--- config.mk ---
export PLATFORM = sky130hd
export DESIGN_NAME = dynamixel_status_receiver_flat
export DESIGN_NICKNAME = d
export VERILOG_FILES = /design/src/rtl/dynamixel_status_receiver_if.sv /design/src/rtl/dynamixel_status_receiver.sv /design/src/flat_wrapper.sv
export SDC_FILE = /design/constraint.sdc
export NUM_CORES = 1
export LEC_CHECK = 0
export ABC_AREA = 1
export CAP_MARGIN = 5
export CORE_ASPECT_RATIO = 1.25
export CORE_UTILIZATION = 25
export CTS_BUF_LIST = sky130_fd_sc_hd__clkbuf_8
export DETAILED_ROUTE_END_ITERATION = 7
export MAX_ROUTING_LAYER = met4
export PLACE_DENSITY = 0.43
export SLEW_MARGIN = 0
export SYNTH_ARGS = -nofsm -noshare
export SYNTH_HDL_FRONTEND = slang
export SYNTH_SLANG_ARGS = --single-unit
--- constraint.sdc ---
create_clock -name clock -period 4.08 [get_ports clock]
set_input_delay 0.612 -clock clock [delete_from_list [all_inputs] [get_ports clock]]
set_output_delay 0.612 -clock clock [all_outputs]
set_load 0.01 [all_outputs]
--- src/rtl/dynamixel_status_receiver_if.sv ---
// Byte stream in from the UART receiver and decoded status packet out to the controller.
interface dynamixel_status_receiver_if;
    logic        rx_valid;
    logic [7:0]  rx_byte;
    logic        status_valid;
    logic [7:0]  status_id;
    logic [7:0]  status_error;
    logic [31:0] status_data;
    logic [7:0]  status_param_count;
    logic        crc_error;
    logic        frame_error;
    logic        busy;

    modport master (
        output rx_valid, rx_byte,
        input  status_valid, status_id, status_error, status_data,
        input  status_param_count, crc_error, frame_error, busy
    );

    modport slave (
        input  rx_valid, rx_byte,
        output status_valid, status_id, status_error, status_data,
        output status_param_count, crc_error, frame_error, busy
    );
endinterface

--- src/rtl/dynamixel_status_receiver.sv ---
// Dynamixel 2.0 status packet parser: header hunt, de-stuffing, CRC-16 check and
// inter-byte timeout recovery.
module dynamixel_status_receiver #(
    parameter int unsigned clocks_per_timeout = 100000,
    parameter int unsigned max_length         = 64
) (
    input  logic                          clock,
    input  logic                          reset,
    dynamixel_status_receiver_if.slave    bus
);

    typedef enum logic [3:0] {
        S_HUNT, S_ID, S_LEN_L, S_LEN_H, S_INSTR, S_ERR, S_PARAM, S_CRC_L, S_CRC_H
    } state_t;

    function automatic logic [15:0] crc16_byte(input logic [15:0] crc_in, input logic [7:0] data);
        logic [15:0] c;
        c = crc_in ^ {data, 8'h00};
        for (int i = 0; i < 8; i++) begin
            c = c[15] ? ((c << 1) ^ 16'h8005) : (c << 1);
        end
        return c;
    endfunction

    localparam int unsigned      TO_W     = $clog2(clocks_per_timeout + 1);
    localparam logic [TO_W-1:0]  TO_LAST  = TO_W'(clocks_per_timeout - 1);
    localparam logic [TO_W-1:0]  TO_ONE   = TO_W'(1);
    localparam logic [15:0]      MAX_LEN  = 16'(max_length);
    // The header is fixed, so its CRC contribution is a constant preloaded on the match.
    localparam logic [15:0]      HDR_CRC  = crc16_byte(crc16_byte(crc16_byte(crc16_byte(
                                                16'h0000, 8'hFF), 8'hFF), 8'hFD), 8'h00);

    state_t            state_q, state_d;
    logic [23:0]       shift_q, shift_d;
    logic [23:0]       stuff_q, stuff_d;
    logic [15:0]       crc_q, crc_d;
    logic [15:0]       len_q, len_d;
    logic [15:0]       rem_q, rem_d;
    logic [7:0]        crc_lo_q, crc_lo_d;
    logic [7:0]        id_q, id_d;
    logic [7:0]        err_q, err_d;
    logic [31:0]       data_q, data_d;
    logic [7:0]        cnt_q, cnt_d;
    logic [TO_W-1:0]   to_q, to_d;
    logic              status_valid_q, status_valid_d;
    logic              crc_error_q, crc_error_d;
    logic              frame_error_q, frame_error_d;
    logic              busy_q, busy_d;
    logic [7:0]        status_id_q, status_id_d;
    logic [7:0]        status_error_q, status_error_d;
    logic [31:0]       status_data_q, status_data_d;
    logic [7:0]        status_param_count_q, status_param_count_d;
    logic [15:0]       crc_next_s;
    logic [15:0]       len_full_s;
    logic              stuffed_s;

    assign crc_next_s = crc16_byte(crc_q, bus.rx_byte);
    assign len_full_s = {bus.rx_byte, len_q[7:0]};
    assign stuffed_s  = (stuff_q == 24'hFFFFFD) && (bus.rx_byte == 8'hFD);

    // Next-state and next-output computation for the packet parser.
    always_comb begin
        state_d              = state_q;
        shift_d              = shift_q;
        stuff_d              = stuff_q;
        crc_d                = crc_q;
        len_d                = len_q;
        rem_d                = rem_q;
        crc_lo_d             = crc_lo_q;
        id_d                 = id_q;
        err_d                = err_q;
        data_d               = data_q;
        cnt_d                = cnt_q;
        to_d                 = to_q;
        status_valid_d       = 1'b0;
        crc_error_d          = 1'b0;
        frame_error_d        = 1'b0;
        status_id_d          = status_id_q;
        status_error_d       = status_error_q;
        status_data_d        = status_data_q;
        status_param_count_d = status_param_count_q;

        if (bus.rx_valid) begin
            to_d = '0;
            case (state_q)
                S_HUNT: begin
                    if ((shift_q == 24'hFFFFFD) && (bus.rx_byte == 8'h00)) begin
                        state_d = S_ID;
                        shift_d = 24'h000000;
                        crc_d   = HDR_CRC;
                    end else begin
                        shift_d = {shift_q[15:0], bus.rx_byte};
                    end
                end
                S_ID: begin
                    id_d    = bus.rx_byte;
                    crc_d   = crc_next_s;
                    state_d = S_LEN_L;
                end
                S_LEN_L: begin
                    len_d   = {8'h00, bus.rx_byte};
                    crc_d   = crc_next_s;
                    state_d = S_LEN_H;
                end
                S_LEN_H: begin
                    len_d = len_full_s;
                    crc_d = crc_next_s;
                    if ((len_full_s < 16'd4) || (len_full_s > MAX_LEN)) begin
                        frame_error_d = 1'b1;
                        state_d       = S_HUNT;
                    end else begin
                        state_d = S_INSTR;
                    end
                end
                S_INSTR: begin
                    crc_d = crc_next_s;
                    if (bus.rx_byte == 8'h55) begin
                        state_d = S_ERR;
                    end else begin
                        frame_error_d = 1'b1;
                        state_d       = S_HUNT;
                    end
                end
                S_ERR: begin
                    err_d   = bus.rx_byte;
                    crc_d   = crc_next_s;
                    data_d  = 32'h00000000;
                    cnt_d   = 8'h00;
                    stuff_d = 24'h000000;
                    rem_d   = len_q - 16'd4;
                    state_d = (len_q == 16'd4) ? S_CRC_L : S_PARAM;
                end
                S_PARAM: begin
                    crc_d   = crc_next_s;
                    stuff_d = {stuff_q[15:0], bus.rx_byte};
                    rem_d   = rem_q - 16'd1;
                    // A stuffed FD still counts toward length and CRC, but is not data.
                    if (!stuffed_s) begin
                        if (cnt_q < 8'd4) begin
                            data_d[{cnt_q[1:0], 3'b000} +: 8] = bus.rx_byte;
                        end else begin
                            data_d = data_q;
                        end
                        cnt_d = cnt_q + 8'd1;
                    end else begin
                        cnt_d = cnt_q;
                    end
                    if (rem_q == 16'd1) begin
                        state_d = S_CRC_L;
                    end else begin
                        state_d = S_PARAM;
                    end
                end
                S_CRC_L: begin
                    crc_lo_d = bus.rx_byte;
                    state_d  = S_CRC_H;
                end
                S_CRC_H: begin
                    state_d = S_HUNT;
                    if ({bus.rx_byte, crc_lo_q} == crc_q) begin
                        status_valid_d       = 1'b1;
                        status_id_d          = id_q;
                        status_error_d       = err_q;
                        status_data_d        = data_q;
                        status_param_count_d = cnt_q;
                    end else begin
                        crc_error_d = 1'b1;
                    end
                end
                default: begin
                    state_d = S_HUNT;
                end
            endcase
        end else if (state_q != S_HUNT) begin
            if (to_q == TO_LAST) begin
                frame_error_d = 1'b1;
                state_d       = S_HUNT;
                to_d          = '0;
            end else begin
                to_d = to_q + TO_ONE;
            end
        end else begin
            to_d = '0;
        end

        busy_d = (state_d != S_HUNT);
    end

    // State and output registers with synchronous reset.
    always_ff @(posedge clock) begin
        if (reset) begin
            state_q              <= S_HUNT;
            shift_q              <= 24'h000000;
            stuff_q              <= 24'h000000;
            crc_q                <= 16'h0000;
            len_q                <= 16'h0000;
            rem_q                <= 16'h0000;
            crc_lo_q             <= 8'h00;
            id_q                 <= 8'h00;
            err_q                <= 8'h00;
            data_q               <= 32'h00000000;
            cnt_q                <= 8'h00;
            to_q                 <= '0;
            status_valid_q       <= 1'b0;
            crc_error_q          <= 1'b0;
            frame_error_q        <= 1'b0;
            busy_q               <= 1'b0;
            status_id_q          <= 8'h00;
            status_error_q       <= 8'h00;
            status_data_q        <= 32'h00000000;
            status_param_count_q <= 8'h00;
        end else begin
            state_q              <= state_d;
            shift_q              <= shift_d;
            stuff_q              <= stuff_d;
            crc_q                <= crc_d;
            len_q                <= len_d;
            rem_q                <= rem_d;
            crc_lo_q             <= crc_lo_d;
            id_q                 <= id_d;
            err_q                <= err_d;
            data_q               <= data_d;
            cnt_q                <= cnt_d;
            to_q                 <= to_d;
            status_valid_q       <= status_valid_d;
            crc_error_q          <= crc_error_d;
            frame_error_q        <= frame_error_d;
            busy_q               <= busy_d;
            status_id_q          <= status_id_d;
            status_error_q       <= status_error_d;
            status_data_q        <= status_data_d;
            status_param_count_q <= status_param_count_d;
        end
    end

    assign bus.status_valid       = status_valid_q;
    assign bus.crc_error          = crc_error_q;
    assign bus.frame_error        = frame_error_q;
    assign bus.busy               = busy_q;
    assign bus.status_id          = status_id_q;
    assign bus.status_error       = status_error_q;
    assign bus.status_data        = status_data_q;
    assign bus.status_param_count = status_param_count_q;

endmodule
--- src/flat_wrapper.sv ---
// flat-port wrapper written by rule: the top's interface ports become plain ports
module dynamixel_status_receiver_flat 
#(
    parameter int unsigned clocks_per_timeout = 100000,
    parameter int unsigned max_length         = 64
)
  (clock, reset, bus_rx_valid, bus_rx_byte, bus_status_valid, bus_status_id, bus_status_error, bus_status_data, bus_status_param_count, bus_crc_error, bus_frame_error, bus_busy);
  dynamixel_status_receiver_if bus_i ();
  input  logic clock;
  input  logic reset;
  input wire logic [$bits(bus_i.rx_valid)-1:0] bus_rx_valid;
  input wire logic [$bits(bus_i.rx_byte)-1:0] bus_rx_byte;
  output wire logic [$bits(bus_i.status_valid)-1:0] bus_status_valid;
  output wire logic [$bits(bus_i.status_id)-1:0] bus_status_id;
  output wire logic [$bits(bus_i.status_error)-1:0] bus_status_error;
  output wire logic [$bits(bus_i.status_data)-1:0] bus_status_data;
  output wire logic [$bits(bus_i.status_param_count)-1:0] bus_status_param_count;
  output wire logic [$bits(bus_i.crc_error)-1:0] bus_crc_error;
  output wire logic [$bits(bus_i.frame_error)-1:0] bus_frame_error;
  output wire logic [$bits(bus_i.busy)-1:0] bus_busy;
  assign bus_i.rx_valid = bus_rx_valid;
  assign bus_i.rx_byte = bus_rx_byte;
  assign bus_status_valid = bus_i.status_valid;
  assign bus_status_id = bus_i.status_id;
  assign bus_status_error = bus_i.status_error;
  assign bus_status_data = bus_i.status_data;
  assign bus_status_param_count = bus_i.status_param_count;
  assign bus_crc_error = bus_i.crc_error;
  assign bus_frame_error = bus_i.frame_error;
  assign bus_busy = bus_i.busy;
  dynamixel_status_receiver #(.clocks_per_timeout(clocks_per_timeout), .max_length(max_length)) u_core (.clock(clock), .reset(reset), .bus(bus_i));
endmodule
==> impl_metrics.json, run 1 <==
{
  "rsz0062_at_grt": "false",
  "die_area_um2": 44400,
  "reg2reg_from": "u_core.state_q[2]",
  "yosysSeqAreaShare_pct": 44.3,
  "synthCells": 1504,
  "drt-initial-drc-count": 429,
  "whs_ns": 0.443,
  "yosysTopAreaCell": "dfxtp_1",
  "crit_path_start_kind": "primary input",
  "worstSkewPairLatency_ns": 0.57,
  "min_period_ns": 3.01,
  "first_pass_iters": 5,
  "post_drt_wl_per_cell_um": 14.5,
  "die_w_um": 189,
  "synth-edff-count": 0,
  "hold_path_class": "reg2reg",
  "status": "finished, final reports clean",
  "clk_pin_slew_ns": 0.06,
  "min-delay-start": "u_core.bus.status_id[1]",
  "yosysWarningCount": 0,
  "worstPathRequired_ns": 4.48,
  "vias_per_cell": 4.41,
  "slew-limit-headroom_pct": 24.9,
  "initial_utilization_pct": 25.3,
  "synth_top_area_share_pct": 44.3,
  "path_class": "in2reg",
  "diodes": 0,
  "drt_wl_total_um": 31100,
  "core_um2": 43000,
  "finalWeightedCongestion": 0.802,
  "grt_overflow": 0,
  "cap_violations": 0,
  "drive_gt1_share_pct": 8.39,
  "synth_most_common_cell": "nand2_1",
  "antenna_left": 0,
  "rows": 85,
  "netlist_area_um2": 10900,
  "synth_area_per_cell_um2": 7.24,
  "cts-root-buf": "clkbuf_8",
  "io_buffers": 70,
  "synth_common_cells": "nand2_1 (295), dfxtp_1 (241), a21oi_1 (190), inv_1 (171), o21ai_0 (141)",
  "layout.nets": 1583,
  "grt_antenna_before_repair": 0,
  "clockBufferDepth": 3,
  "cp_max_fo": 113,
  "cts.sinks": 241,
  "grt_pass1_wl_um": 50000,
  "post_cts_resize_count": 0,
  "synth-seq-cells": 241,
  "syn_to_final_growth_pct": 18.4,
  "cp.arrival_ns": 3.41,
  "worstMarginPinSlew_ns": 1.13,
  "setup_tns_ns": 0,
  "cts_hold_buf": 0,
  "grt_pass1_vias": 9113,
  "hold_violations": 0,
  "maxSlewViolCount": 0,
  "cts_buffers": 44,
  "die_y_um": 235,
  "p_leak_nw": 4.88,
  "route.detailed.drc": 0,
  "power_density_nw_per_um2": 377,
  "postCtsSetupBuffers": 0,
  "ios": 71,
  "crit_start": "bus_rx_byte[5]",
  "place.detailed.hpwl_um": 21000,
  "setup_viol": 0,
  "track_usage_pct": 14.5,
  "finalCritPeriodShare_pct": 73.8,
  "async_flop_share_pct": 0,
  "yosysUniqueCellTypes": 41,
  "tritoncts": "built",
  "htreeDepth": 2,
  "vias": 9489,
  "cp-end-kind": "register",
  "grt_start_max_net_pins": 114,
  "synthFlopType": "dfxtp_1",
  "peakVddDrop_mv": 0.189,
  "synthTopCellsByArea": "dfxtp_1 (44%), nand2_1 (10%), a21oi_1 (8.7%)",
  "fin_skew_ns": 0.0286,
  "synth_nets": 1529,
  "max_freq_mhz": 332
}
-- where the power goes --
| group | total (mW) | internal [mW] | switching (mW) | leakage [nW] |
|---|---|---|---|---|
| clock | 2.31 | 1.28 | 1.03 | 0.478 |
| sequential | 2.38 | 2.37 | 0.0107 | 1.95 |
| combinational | 0.173 | 0.0471 | 0.126 | 2.46 |
| total | 4.86 | 3.70 | 1.17 | 4.88 |
-- cell families (layout without fill, tap and decap cells) --
family,after synthesis,count (layout),synth area share [%]
compound gates,376,376,17.8
xor+xnor,34,34,2.73
fa+ha+maj,14,14,1.61
buf+inv,263,344,10.2
flops,241,241,44.3
simple gates,576,576,23.4
-- final cells by class --
class                           instances  area, um^2
Clock buffer                           59         812
Multi-Input combinational cell       1000        4960
Fill cell                            4800       30100
Tap cell                              565         707
Timing Repair Buffer                   85         811
Sequential cell                       241        4820
Inverter                              186         707
Clock inverter                         14        68.8
-- cell usage in the layout, fill, tap and decap left out, drive strengths merged, types with 12 or more instances in the layout --
cell type,netlist,final
nand2,300,300
dfxtp,241,241
inv,185,191
a21oi,190,190
o21ai,168,168
nor2,146,146
clkdlybuf4s50,0,69
clkbuf,45,59
nor3,41,41
nand3,38,38
nand4,29,29
xor2,22,22
buf,32,16
ha,14,14
xnor2,12,12
-- flip-flops by register name, indices dropped and copies added (netlist names), 4 cells and up --
signal	cells
u_core.bus.status_data	32
u_core.bus.status_error	8
u_core.bus.status_id	8
u_core.bus.status_param_count	8
u_core.cnt_q	8
u_core.crc_lo_q	8
u_core.crc_q	16
u_core.data_q	32
u_core.err_q	8
u_core.id_q	8
u_core.len_q	16
u_core.rem_q	16
u_core.shift_q	24
u_core.state_q	4
u_core.stuff_q	24
u_core.to_q	17
-- through the flow --
step | instances | area, um^2 | setup WS [ns] | util [%] | power [mW]
after CTS | 2150 | 12900 | 1.12 | 30.0 | 4.97
after global placement | 2077 | 12000 | 0.603 | 28.0 | 2.60
after detailed placement | 2077 | 12000 | 0.506 | 28.0 | 2.61
after floorplan | 1504 | 10900 | 1.76 | - | 2.54
after global routing | 2150 | 12900 | 0.804 | 30.0 | 5.09
final | 2150 | 12900 | 1.07 | 30.0 | 4.86
-- per-layer routing --
metal  track usage [%]  part of all wire [%]
met1              18.4                    47
met2              23.7                    48
met3              2.43                   3.8
met4              4.13                   1.9
met5                 -                     0
-- worst max-delay path, stage by stage --
cell and delay [ns]:
clkdlybuf4s50_1 0.62, inv_2 0.29, nand2_1 0.08, nand2_1 0.14, ha_1 0.17, nand4_1 0.12, nor4_2 0.42, nand3_4 0.08
buf_4 0.40, o21ai_0 0.33, a21oi_1 0.06
-- worst paths after layout --
| path | slack [ns] | end | cells past startpoint |
|---|---|---|---|
| hold reg to reg | 0.44 | u_core.bus.status_id[1] | 2 |
| setup reg to reg | 1.30 | u_core.cnt_q[3] | 11 |
| hold / removal | 0.44 | u_core.bus.status_id[1] | 2 |
| setup / recovery | 1.07 | u_core.bus.status_data[26] | 11 |
No activity file was read; power rests on OpenSTA's default activity.
==> inputs of run 2 (changes only) <==
Clock period 4.08 ns to 2.8 ns, I/O delays scaled along.
==> impl_metrics.json, run 2 (synthesis gave the netlist of run 1 again) <==
{
  "status": "finished, final reports clean",
  "fin_skew_ns": 0.0515,
  "post_drt_wl_per_cell_um": 14.1,
  "vias": 9723,
  "die_area_um2": 44400,
  "antenna_left": 0,
  "core_um2": 43000,
  "maxSlewViolCount": 0,
  "cts-root-buf": "clkbuf_8",
  "track_usage_pct": 14.6,
  "tritoncts": "built",
  "crit_path_max_incr_delay_ns": 0.44,
  "hold_path_class": "reg2reg",
  "die_w_um": 189,
  "cp.arrival_ns": 2.75,
  "cts_buffers": 44,
  "first_pass_iters": 5,
  "clk_pin_slew_ns": 0.06,
  "crit_buf_inv": 3,
  "grt_start_max_net_pins": 131,
  "crit_path_start_kind": "register",
  "initial_utilization_pct": 25.3,
  "htreeDepth": 2,
  "clockBufferDepth": 3,
  "rows": 85,
  "mostFrequentLayoutCell": "nand2_1",
  "die_y_um": 235,
  "grt_overflow": 0,
  "place.detailed.hpwl_um": 21200,
  "p_total_mw": 7.16,
  "finalWeightedCongestion": 0.837,
  "drive_gt1_share_pct": 10.8,
  "io_buffers": 70,
  "rsz0062_at_grt": "false",
  "grt_pass1_wl_um": 50400,
  "cts_hold_buf": 0,
  "grt_antenna_before_repair": 2,
  "drt_wl_total_um": 30900,
  "whs_ns": 0.441,
  "slowest_stage": "nand3_1",
  "final_cell_mix": "nand2_1 (295), dfxtp_1 (241), a21oi_1 (190), inv_1 (183), o21ai_0 (141)",
  "worstMarginPinSlew_ns": 0.663,
  "holdPathStages": 2,
  "hold_violations": 0,
  "cp-end-kind": "register",
  "layout.nets": 1628,
  "max_freq_mhz": 436,
  "min_period_ns": 2.29,
  "cp_max_fo": 12,
  "ios": 71,
  "syn_to_final_growth_pct": 22.0,
  "worstPathRequired_ns": 3.26,
  "cts.sinks": 241,
  "vias_per_cell": 4.42,
  "p_leak_nw": 5.16,
  "drt-initial-drc-count": 495,
  "path_class": "reg2reg",
  "crit_family": "simple AND/OR/NAND/NOR gates",
  "finalCritPeriodShare_pct": 81.8,
  "worstSkewPairLatency_ns": 0.60,
  "slew-limit-headroom_pct": 55.8,
  "post_cts_resize_count": 0,
  "power_density_nw_per_um2": 539,
  "crit_chain": "ha_1, nand2_1, inv_1, nand2_1, nor2_1, nand3_1, nand2_1, inv_1, nand3_1, inv_1, o21ai_0, a21oi_1",
  "peakVddDrop_mv": 0.335,
  "crit_cells": 12,
  "setup_viol": 0,
  "cap_violations": 0,
  "grt_pass1_vias": 9441,
  "route.detailed.drc": 0,
  "postCtsSetupBuffers": 0,
  "worstRegToRegCells": 12
}
[run 2: cell count changes in the layout (fill, tap and decap cells not counted), moves of 3 or more]
cell | previous run | this run
buf_12 | 0 | 3
clkbuf_8 | 59 | 54
clkinv_2 | 5 | 8
buf_4 | 16 | 58
inv_1 | 177 | 183
clkinvlp_4 | 3 | 0
[run 2: final cells by class]
cell class | count | area [um^2]
Timing Repair Buffer | 130 | 1190
Inverter | 186 | 707
Antenna cell | 2 | 5.00
Clock buffer | 54 | 743
Multi-Input combinational cell | 1000 | 4960
Sequential cell | 241 | 4820
Tap cell | 565 | 707
Clock inverter | 24 | 150
Fill cell | 4774 | 29700
[run 2: tightest hold or removal path: stages (launching register included)]
cell	delay (ns)
dfxtp_1	0.30
inv_1	0.04
a21oi_1	0.04
[run 2: power by group]
group	switching [mW]	total (mW)	internal, mW
sequential	0.0149	3.47	3.45
combinational	0.195	0.288	0.0936
clock	1.55	3.40	1.85
total	1.76	7.16	5.40
[run 2: layer usage]
metal,track usage [%],wire length [um],up-vias
li1,-,-,5094
met1,18.5,14400,4401
met2,23.7,14500,178
met3,2.07,1320,50
met4,4.55,695,0
met5,-,0,-
[run 2: path summary, 6_finish.rpt]
| check | startpoint | end | slack [ns] |
|---|---|---|---|
| hold / removal | u_core.bus.status_data[11] | u_core.bus.status_data[11] | 0.44 |
| setup / recovery | u_core.to_q[0] | u_core.to_q[12] | 0.51 |
| hold reg to reg | u_core.bus.status_data[11] | u_core.bus.status_data[11] | 0.44 |
| setup reg to reg | u_core.to_q[0] | u_core.to_q[12] | 0.51 |
[run 2: per-stage QoR]
| stage | TNS [ns] | util [%] | worst slack [ns] | cell area, um^2 | cells |
|---|---|---|---|---|---|
| 6_report | 0 | 30.9 | 0.509 | 13300 | 2202 |
| 4_1_cts | 0 | 30.9 | 0.421 | 13300 | 2200 |
| 5_1_grt | 0 | 30.9 | 0.188 | 13300 | 2201 |
| 3_3_place_gp | -0.284 | 28.8 | -0.0341 | 12400 | 2122 |
| 3_5_place_dp | -0.0152 | 28.8 | -0.0152 | 12400 | 2122 |
| 2_1_floorplan | 0 | - | 0.676 | 10900 | 1504 |
==> inputs of run 3 (changes only) <==
Settings changed: PLACE_DENSITY 0.43 to 0.45.
Clock period 2.8 ns to 2.02 ns, I/O delays scaled along.
==> impl_metrics.json, run 3 (synthesis gave the netlist of run 1 again) <==
{
  "hold_violations": 0,
  "cts_buffers": 44,
  "reg2reg_from": "u_core.crc_q[8]",
  "min_period_ns": 1.99,
  "whs_ns": 0.251,
  "place_area_um2": 12800,
  "cp.arrival_ns": 2.44,
  "cp-end-kind": "register",
  "clockBufferDepth": 3,
  "final_cell_count_no_fill": 2276,
  "worstSkewPairLatency_ns": 0.59,
  "track_usage_pct": 14.7,
  "syn_to_final_growth_pct": 35.6,
  "cts_hold_buf": 0,
  "vias_per_cell": 4.46,
  "rows": 85,
  "finalCritPeriodShare_pct": 98.7,
  "layout.nets": 1704,
  "status": "finished, final reports clean",
  "max_freq_mhz": 502,
  "p_leak_nw": 5.82,
  "rsz0062_at_grt": "true",
  "worstPathRequired_ns": 2.46,
  "crit_path_max_incr_delay_ns": 0.35,
  "vias": 10143,
  "io_buffers": 70,
  "peakVddDrop_mv": 0.342,
  "final_cell_mix": "nand2_1 (289), dfxtp_1 (235), inv_1 (183), a21oi_1 (154), nor2_1 (133)",
  "crit_chain": "xor2_2, inv_2, ha_4, nand4_1, nor4_2, buf_4, nand3_4, buf_12, clkbuf_16, o21ai_1, a21oi_1",
  "place_ws_ns": -0.560,
  "crit_start": "u_core.crc_q[8]",
  "core_um2": 43000,
  "route.detailed.drc": 0,
  "cap_violations": 0,
  "power_density_nw_per_um2": 680,
  "slew-limit-headroom_pct": 57.4,
  "cp_max_fo": 6,
  "tritoncts": "built",
  "grt_overflow": 0,
  "die_y_um": 235,
  "grt_antenna_before_repair": 3,
  "drt_wl_total_um": 33300,
  "worstMarginPinSlew_ns": 0.639,
  "mostFrequentLayoutCell": "nand2_1",
  "fin_skew_ns": 0.0440,
  "place.detailed.hpwl_um": 21400,
  "cts-root-buf": "clkbuf_8",
  "antenna_left": 0,
  "p_total_mw": 10.0,
  "maxSlewViolCount": 0,
  "htreeDepth": 2,
  "finalInstanceArea_um2": 14800,
  "clk_pin_slew_ns": 0.06,
  "r2r_slack_ns": 0.03,
  "die_area_um2": 44400,
  "hold_path_class": "in2reg",
  "holdPathStages": 4,
  "cts.sinks": 241,
  "dp.cells": 2173,
  "grt_pass1_wl_um": 50900,
  "first_pass_iters": 7,
  "fin_ws_ns": 0.0268,
  "ios": 71,
  "post_drt_wl_per_cell_um": 14.6,
  "grt_pass1_vias": 9533,
  "drt-initial-drc-count": 606,
  "drive_gt1_share_pct": 21.3,
  "initial_utilization_pct": 25.3,
  "die_w_um": 189,
  "slowest_stage": "dfxtp_4",
  "worstRegToRegCells": 11,
  "setup_viol": 0,
  "crit_path_start_kind": "register",
  "min-delay-start": "bus_rx_byte[3]",
  "grt_start_max_net_pins": 93,
  "path_class": "reg2reg",
  "finalWeightedCongestion": 0.817
}
-- run 3: cell count changes in the layout (fill, tap and decap cells not counted), moves of 6 or more --
| cell | change |
|---|---|
| buf_4 | +44 |
| o21ai_0 | -41 |
| a21oi_1 | -36 |
| a21oi_2 | +36 |
| o21ai_2 | +31 |
| o21ai_4 | +16 |
| buf_6 | +11 |
| clkbuf_16 | +7 |
| buf_12 | +6 |
| dfxtp_1 | -6 |
| nand2_1 | -6 |
| nor2_1 | -6 |
| o21ai_1 | -6 |
-- run 3: routing by layer --
metal / wire (um) / part of all wire, % / global-route usage (%) / vias to the layer above
met3: 1710 / 5.1 / 2.92 / 50
met1: 14700 / 44 / 18.0 / 4676
met5: 0 / 0 / - / -
met2: 16200 / 49 / 24.4 / 182
met4: 685 / 2.1 / 3.93 / 0
li1: - / - / - / 5235
-- run 3: report_power, final --
part	total [mW]	switching, mW	internal (mW)
sequential	4.81	0.0199	4.79
clock	4.74	2.14	2.60
combinational	0.492	0.303	0.189
total	10.0	2.47	7.57
-- run 3: cell type report --
type | instances | area [um^2]
antenna | 1 | 2.50
clock buffer | 55 | 757
clock inverter | 22 | 139
fill | 4569 | 28200
inverter | 186 | 706
multi-input combinational | 1000 | 5520
sequential | 241 | 4830
tap | 565 | 707
timing repair buffer | 206 | 2100
-- run 3: critical path, delay by kind of cell (launching register included) --
family          cells  cell delay, ns
buf+inv             4            0.64
fa+ha+maj           1            0.12
xor+xnor            1            0.18
compound gates      2            0.19
flops               1            0.35
simple gates        3            0.39
-- run 3: path summary, 6_finish.rpt --
path                           endpoint
max          u_core.bus.status_data[11]
max reg2reg  u_core.bus.status_data[11]
min reg2reg              u_core.to_q[0]
min                   u_core.stuff_q[3]
-- run 3: through the flow --
stage	util (%)	TNS [ns]
floorplan	-	0
global placement	29.8	-61.93
detailed placement	29.8	-63.98
CTS	32.2	-0.190
global route	34.4	-4.29
finish	34.4	0
-- run 3: timing repair --
action,CTS,global route
cloned,3,11
hold endpoints to repair,0,0
setup endpoints to repair,34,115
pin swaps,2,35
gates resized for setup,26,176
setup buffers,2,10
